`src/rtl/alu_exec_stage.sv`:
```
// Execute-stage ALU with a 2-entry result buffer.
// Results are queued so downstream stalls never drop in-flight ops.
module alu_exec_stage #(
  parameter int XLEN = 32
) (
  input  logic            clk,
  input  logic            rst,
  input  logic            in_valid,
  output logic            in_ready,
  input  logic [3:0]      alu_control,
  input  logic [XLEN-1:0] op_a,
  input  logic [XLEN-1:0] op_b,
  output logic            out_valid,
  input  logic            out_ready,
  output logic [XLEN-1:0] result,
  output logic            zero,
  output logic            illegal
);

  typedef struct packed {
    logic [XLEN-1:0] res;
    logic            zero;
    logic            ill;
  } ent_t;

  ent_t       fifo_q [2];
  ent_t       alu_e;
  ent_t       head;
  logic       wr_ptr;
  logic       rd_ptr;
  logic [1:0] count;
  logic       push;
  logic       pop;
  logic       slt;

  assign in_ready  = (count < 2'd2);
  assign out_valid = (count != 2'd0);
  assign push      = in_valid && in_ready;
  assign pop       = out_valid && out_ready;
  assign slt       = $signed(op_a) < $signed(op_b);

  // Decode the op code and compute the entry to enqueue.
  always_comb begin
    alu_e = '0;
    unique case (alu_control)
      4'b0000: alu_e.res = op_a & op_b;
      4'b0001: alu_e.res = op_a | op_b;
      4'b0010: alu_e.res = op_a + op_b;
      4'b0110: alu_e.res = op_a - op_b;
      4'b0111: alu_e.res = {{(XLEN-1){1'b0}}, slt};
      4'b1100: alu_e.res = ~(op_a | op_b);
      default: alu_e.ill = 1'b1;
    endcase
    alu_e.zero = !alu_e.ill && (alu_e.res == '0);
  end

  // Pointer and occupancy bookkeeping; reset wins over push/pop.
  always_ff @(posedge clk) begin
    if (rst) begin
      count  <= 2'd0;
      wr_ptr <= 1'b0;
      rd_ptr <= 1'b0;
    end else begin
      if (push) wr_ptr <= ~wr_ptr;
      if (pop)  rd_ptr <= ~rd_ptr;
      unique case ({push, pop})
        2'b10:   count <= count + 2'd1;
        2'b01:   count <= count - 2'd1;
        default: count <= count;
      endcase
    end
  end

  // Entry storage; contents are don't-care until counted valid.
  always_ff @(posedge clk) begin
    if (!rst && push) fifo_q[wr_ptr] <= alu_e;
  end

  // Head view, forced to zero when the buffer is empty.
  always_comb begin
    head = '0;
    if (out_valid) head = fifo_q[rd_ptr];
  end

  assign result  = head.res;
  assign zero    = head.zero;
  assign illegal = head.ill;

endmodule

```
`config.mk`:
```
export PLATFORM = sky130hd
export DESIGN_NAME = alu_exec_stage
export DESIGN_NICKNAME = d
export VERILOG_FILES = /design/src/rtl/alu_exec_stage.sv
export SDC_FILE = /design/constraint.sdc
export NUM_CORES = 1
export LEC_CHECK = 0
export BUFFER_PORTS_ARGS = -buffer_cell sky130_fd_sc_hd__buf_4
export CORE_MARGIN = 3
export CORE_UTILIZATION = 40
export DETAILED_ROUTE_END_ITERATION = 8
export SLEW_MARGIN = 10
export SYNTH_ARGS = -nofsm -noshare
export SYNTH_HDL_FRONTEND = slang
export SYNTH_SLANG_ARGS = --single-unit
```
`constraint.sdc`:
```
create_clock -name clk -period 4.7 [get_ports clk]
set_clock_uncertainty 0.05 [all_clocks]
set_input_delay 0.94 -clock clk [delete_from_list [all_inputs] [get_ports clk]]
set_output_delay 0.94 -clock clk [all_outputs]
set_load 0.01 [all_outputs]
```
==> results_dict.tcl, run 1 <==
set metrics [dict create \
    r2r_cells 7 \
    crit_end "fifo_q[0][1]$_DFFE_PP_" \
    antenna_cells 0 \
    grt_pass1_vias 8312 \
    post_cts_buffers 0 \
    critPathKind "in -> reg" \
    coreArea_sq_mm 0.0214 \
    detail_route.wirelength_mm 29.8 \
    yosysWarnings 0 \
    globalRouteOverflowTotal 0 \
    cts_buffers 9 \
    finalCritPeriodShare_pct 91.8 \
    finalMaxSlewViolations 0 \
    nets 1391 \
    p_comb_share_pct 48.5 \
    async_reset_ff_share_pct 0 \
    synthesis.area_sq_mm 0.00881 \
    startpoint "op_a[0]" \
    cts.sink_count 73 \
    routed_via_density 6.04 \
    drt_iter0_markers 816 \
    intPower_mw 1.86 \
    syn_nets 1267 \
    hold_viol_final 0 \
    drive_above_1_share_pct 19.5 \
    synth_cell_types 89 \
    switching_share_pct 38.5 \
    initial_core_util_pct 41.3 \
    grt_use_met1_pct 37.2 \
    p_leak_nw 4.50 \
    period_minus_slack_ns 4.32 \
    ys_top_cells_by_count "nor2_1 (106), ha_1 (101), inv_1 (101)" \
    grt-busiest-layer "met1" \
    worst_pin_slew_ns 1.09 \
    cts_buffer_depth 2 \
    cp_max_fo 5 \
    finalSetupViolCount 0 \
    synth_top_area_cell "edfxtp_1" \
    dr.pass1.iters 5 \
    portBuffers 107 \
    maxCapViolations 0 \
    via_count 9032 \
    wl_per_cell_microns 19.9 \
    die_y_microns 154 \
    synth-edff-count 68 \
    power.share.sequential_pct 29.7 \
    grt_use_met3_pct 2.52 \
    fin_setup_tns_ns 0 \
    syn_avg_cell_area_sq_um 8.07 \
    grt_pass1_wl_mm 47.0 \
    clockPowerShare_pct 21.8 \
    cts-root-buf "clkbuf_16" \
    grt_use_total_pct 24.4 \
    use_met2_pct 37.1 \
    synth_top_cell_area_share_pct 23.2 \
    clkTransAtPathRegs_ns 0.05 \
    p_per_area_mw_per_mm2 286 \
    die_w_microns 154 \
    ant_nets 0 \
    place_area_sq_mm 0.0103 \
    die_area_sq_mm 0.0239 \
    setup.worst_path.start_class "input port" \
    io_pins 108 \
    switching_power_mw 1.17 \
    r2r-end "count[1]$_SDFFE_PP0P_" \
    fin_ws_ns 0.384 \
    worstSkewPairLatency_ns 0.33 \
    required_ns 4.82 \
    yosys-top-cells-area "edfxtp_1 (23%), ha_1 (14%), a21oi_1 (4.8%)" \
    route.detailed.drc 0 \
    ys.flop_type "edfxtp_1" \
    timing.rr.start "count[1]$_SDFFE_PP0P_" \
    max_freq_mhz 232 \
    pre_cts_ws_ns 0.0501 \
    rows 53 \
    antenna_found_initial 0 \
    power.total_mw 3.03 \
    finalInstanceArea_sq_mm 0.0106 \
    utilization_pct 49.6 \
    cts_resized 0 \
    end_kind "flip-flop" \
    synth.most_common_cell "nor2_1" \
    synthToLayoutAreaGrowth_pct 20.2 \
    gp_congestion 0.948 \
    max-vdd-ir-drop_v 0.000249 \
    htreeDepth 3 \
    grt_max_degree 35 \
    rsz0062_at_grt "false" \
    yosysSeqAreaShare_pct 24.3 \
    status "completed" \
    cts_tree "done" \
    postCtsHoldBufs 0 \
    relSlewSlack_pct 27.2 \
    arrival_ns 4.44 \
    fill_cells 2137 \
    r2r_slack_ns 2.27 \
    synthCells 1092 \
    dpl.hpwl_mm 23.7 \
    synth_seq_cells 73 \
    hold_class "reg -> reg" \
]
[power groups by stage]
stage / clock network [mW] / logic [mW] / registers [mW]
floorplan: 0 / 0.908 / 0.853
global placement: 0 / 1.45 / 0.911
detailed placement: 0 / 1.46 / 0.915
CTS: 0.671 / 1.46 / 0.902
global route: 0.698 / 1.62 / 0.912
finish: 0.659 / 1.47 / 0.899
[cell type report]
cell class | count | area [sq um] | share of cell area [%]
sequential | 73 | 2140 | 20.2
clock inverter | 7 | 70.1 | 0.661
multi-input combinational | 849 | 6050 | 57.1
clock buffer | 9 | 225 | 2.13
tap | 275 | 344 | 3.25
inverter | 103 | 387 | 3.65
timing repair buffer | 180 | 1380 | 13.0
[per-layer routing]
layer	routed length (microns)	share of wire, %
met2	13000	44
met5	0	0
met3	2350	7.9
met1	14000	47
met4	533	1.8
[critical path, cell delays in order]
cell and delay [ns]:
buf_4 0.09, inv_1 0.05, ha_1 0.22, fa_1 0.45
o21bai_4 0.15, o2111ai_2 0.19, a21oi_1 0.28, o31ai_1 0.14
buf_4 0.17, o41ai_1 0.35, buf_4 0.20, a21oi_1 0.09
a211o_1 0.32, a32o_1 0.24, nor4_2 0.29, nand3_1 0.11
nor3_2 0.13
[cell usage in the layout, fill, tap and decap left out, types with 5 or more instances in the layout]
master / instances
buf_4: 178
a221o_1: 6
a221oi_1: 8
nor4_1: 9
a211oi_1: 14
a21oi_1: 85
o221ai_1: 7
a22oi_1: 25
nand2b_1: 12
xnor2_1: 5
o211a_1: 6
edfxtp_1: 68
nand2_1: 68
o31ai_1: 15
nor3_1: 28
or3_1: 8
mux2i_1: 35
o21bai_1: 7
o22a_1: 12
o21ai_0: 59
a31oi_1: 12
o41ai_1: 5
or3b_2: 6
o21ai_1: 5
nor2_1: 104
o211ai_1: 13
and2_1: 7
clkbuf_16: 9
a21o_1: 12
a2bb2oi_1: 6
inv_1: 101
o21a_1: 7
nand3_1: 23
ha_1: 101
o22ai_1: 15
a211o_1: 5
nor2b_1: 12
nand4_1: 12
[cell families after synthesis]
| family | share of synthesized area (%) |
|---|---|
| AOI/OAI and AO/OA | 30.4 |
| xor gates and xnor gates | 0.696 |
| adders and majority gates | 14.8 |
| buffers and inverters | 7.47 |
| DFF | 24.3 |
| muxes | 4.23 |
| and+or+nand+nor | 18.1 |
[worst min-delay path by stage]
stage	startpoint	to	slack, ns	cells after the start
2_1_floorplan	count[1]$_SDFFE_PP0P_	count[1]$_SDFFE_PP0P_	0.42	2
3_3_place_gp	rd_ptr$_SDFFE_PP0P_	rd_ptr$_SDFFE_PP0P_	0.45	2
3_5_place_dp	rd_ptr$_SDFFE_PP0P_	flip-flop	0.45	2
4_1_cts	rd_ptr$_SDFFE_PP0P_	flip-flop	0.47	2
5_1_grt	rd_ptr$_SDFFE_PP0P_	flip-flop	0.52	2
6_report	rd_ptr$_SDFFE_PP0P_	rd_ptr$_SDFFE_PP0P_	0.47	2
[state kept, by name (all words and copies together), names as in the netlist, named ones only]
signal and cells:
rd_ptr 1, wr_ptr 1, fifo_q 68, count 2
[stage by stage]
step                cells  hold WS, ns
finish               1496        0.466
detailed placement   1480        0.454
global placement     1480        0.447
global route         1496        0.522
floorplan            1092        0.415
CTS                  1496        0.473
Power figures use the tool's default switching activity.
==> run 2, diff against run 1 <==
--- a/config.mk
+++ b/config.mk
@@ -9,6 +9,7 @@
 export CORE_MARGIN = 3
 export CORE_UTILIZATION = 40
 export DETAILED_ROUTE_END_ITERATION = 8
+export SETUP_SLACK_MARGIN = 0.5
 export SLEW_MARGIN = 10
 export SYNTH_ARGS = -nofsm -noshare
 export SYNTH_HDL_FRONTEND = slang
==> results_dict.tcl, run 2 (synthesis results as in run 1) <==
set metrics [dict create \
    crit_slowest_cell "nor4_2" \
    switching_power_mw 1.20 \
    power.share.sequential_pct 29.1 \
    die_y_microns 154 \
    required_ns 4.82 \
    power.total_mw 3.09 \
    r2r_slack_ns 2.29 \
    drt_iter0_markers 846 \
    route.detailed.drc 0 \
    critPathKind "in -> reg" \
    die_w_microns 154 \
    die_area_sq_mm 0.0239 \
    cts-root-buf "clkbuf_16" \
    nets 1397 \
    worstSkewPairLatency_ns 0.33 \
    finalMaxSlewViolations 0 \
    grt_use_total_pct 23.8 \
    cts_tree "done" \
    cts_buffers 9 \
    startpoint "op_a[0]" \
    cpMostUsedCell "buf_4" \
    pre_cts_ws_ns 0.0292 \
    globalRouteOverflowTotal 0 \
    initial_core_util_pct 41.3 \
    clockPowerShare_pct 22.0 \
    end_kind "flip-flop" \
    r2r-end "count[1]$_SDFFE_PP0P_" \
    worst_pin_slew_ns 1.12 \
    htreeDepth 3 \
    setup.worst_path.start_class "input port" \
    clkTransAtPathRegs_ns 0.06 \
    cts.sink_count 73 \
    reg_top3 "fifo_q (68), count (2)" \
    hold_class "reg -> reg" \
    status "completed" \
    period_minus_slack_ns 4.07 \
    intPower_mw 1.89 \
    io_pins 108 \
    max-vdd-ir-drop_v 0.000294 \
    max_stage_delay_ns 0.38 \
    place_area_sq_mm 0.0103 \
    coreArea_sq_mm 0.0214 \
    wl_per_cell_microns 19.7 \
    p_leak_nw 4.57 \
    portBuffers 107 \
    drive_above_1_share_pct 23.0 \
    cp_max_fo 2 \
    relSlewSlack_pct 25.6 \
    grt_pass1_wl_mm 46.2 \
    routed_via_density 6.06 \
    max_freq_mhz 245 \
    grt_max_degree 35 \
    hold_viol_final 0 \
    final_common_cell "buf_4" \
    timing.rr.start "count[1]$_SDFFE_PP0P_" \
    maxCapViolations 0 \
    crit_end "fifo_q[1][1]$_DFFE_PP_" \
    largest_register_ffs 68 \
    via_count 9108 \
    rows 53 \
    whs_ns 0.462 \
    fin_setup_tns_ns 0 \
    synthToLayoutAreaGrowth_pct 23.5 \
    arrival_ns 4.19 \
    worstPathCellList "buf_4 > inv_1 > ha_2 > fa_2 > o21bai_4 > buf_4 > a21oi_1 > mux2_2 > o2111ai_1 > nor4_2 > nand4_1 > nor4_4 > buf_4 > o2111ai_1 > nor4_4 > nand3_1 > nor3_2" \
    antenna_found_initial 0 \
    ant_nets 0 \
    rsz0062_at_grt "false" \
    dr.pass1.iters 5 \
    r2r_cells 7 \
    gp_congestion 0.963 \
    final_cell_mix "buf_4 (185), nor2_1 (103), inv_1 (101), ha_1 (94), a21oi_1 (80)" \
    fin_ws_ns 0.626 \
    detail_route.wirelength_mm 29.6 \
    switching_share_pct 39.0 \
    dpl.hpwl_mm 23.0 \
    antenna_cells 0 \
    p_per_area_mw_per_mm2 284 \
    finalCritPeriodShare_pct 86.7 \
    grt_pass1_vias 8331 \
    finalInstanceArea_sq_mm 0.0109 \
    p_comb_share_pct 48.9 \
    cts_buffer_depth 2 \
    largest-register "fifo_q" \
    finalSetupViolCount 0 \
]
## run 2: metal layers
layer | GRT usage (%) | share of wire (%) | vias to the layer above
li1 | - | - | 4335
met1 | 35.7 | 46 | 4260
met2 | 36.8 | 44 | 460
met3 | 3.33 | 8.5 | 53
met4 | 4.33 | 1.7 | 0
met5 | 0 | 0 | -
## run 2: layout make-up
type	instances	area, sq um
Tap cell	275	344
Clock inverter	7	77.6
Timing Repair Buffer	186	1410
Sequential cell	73	2140
Fill cell	2081	10500
Multi-Input combinational cell	849	6300
Inverter	103	387
Clock buffer	9	225
## run 2: worst min-delay path by stage
stage                                  endpoint  depth (start not counted)                  start  slack (ns)
after global routing      count[1]$_SDFFE_PP0P_                          2  count[1]$_SDFFE_PP0P_        0.50
after CTS                             flip-flop                          2    rd_ptr$_SDFFE_PP0P_        0.46
after detailed placement              flip-flop                          2    rd_ptr$_SDFFE_PP0P_        0.45
after global placement      rd_ptr$_SDFFE_PP0P_                          2    rd_ptr$_SDFFE_PP0P_        0.45
after floorplan           count[1]$_SDFFE_PP0P_                          2  count[1]$_SDFFE_PP0P_        0.42
final                                 flip-flop                          2    rd_ptr$_SDFFE_PP0P_        0.46
## run 2: timing repair
action	in CTS	in global routing
hold buffers	0	0
setup buffers	1	10
pin swaps	1	10
endpoints found under the setup margin	2	4
resized for setup	7	42
hold endpoints to repair	0	0
## run 2: worst max-delay path: cells and delay by family
family	cells	cell delay, ns
compound gates	4	0.58
fa+ha+maj	2	0.57
buf+inv	4	0.44
mux	1	0.25
simple gates	6	1.41
## run 2: stage by stage
step,std cells,utilization (%)
3_5_place_dp,1475,48.0
3_3_place_gp,1475,48.0
4_1_cts,1492,49.6
5_1_grt,1502,51.0
2_1_floorplan,1092,-
6_report,1502,51.0
## run 2: power by group through the flow
stage,sequential [mW],clock [mW],combinational (mW)
after floorplan,0.853,0,0.909
after global placement,0.911,0,1.43
after detailed placement,0.915,0,1.44
after CTS,0.902,0.695,1.45
after global routing,0.912,0.724,1.65
final,0.900,0.681,1.51
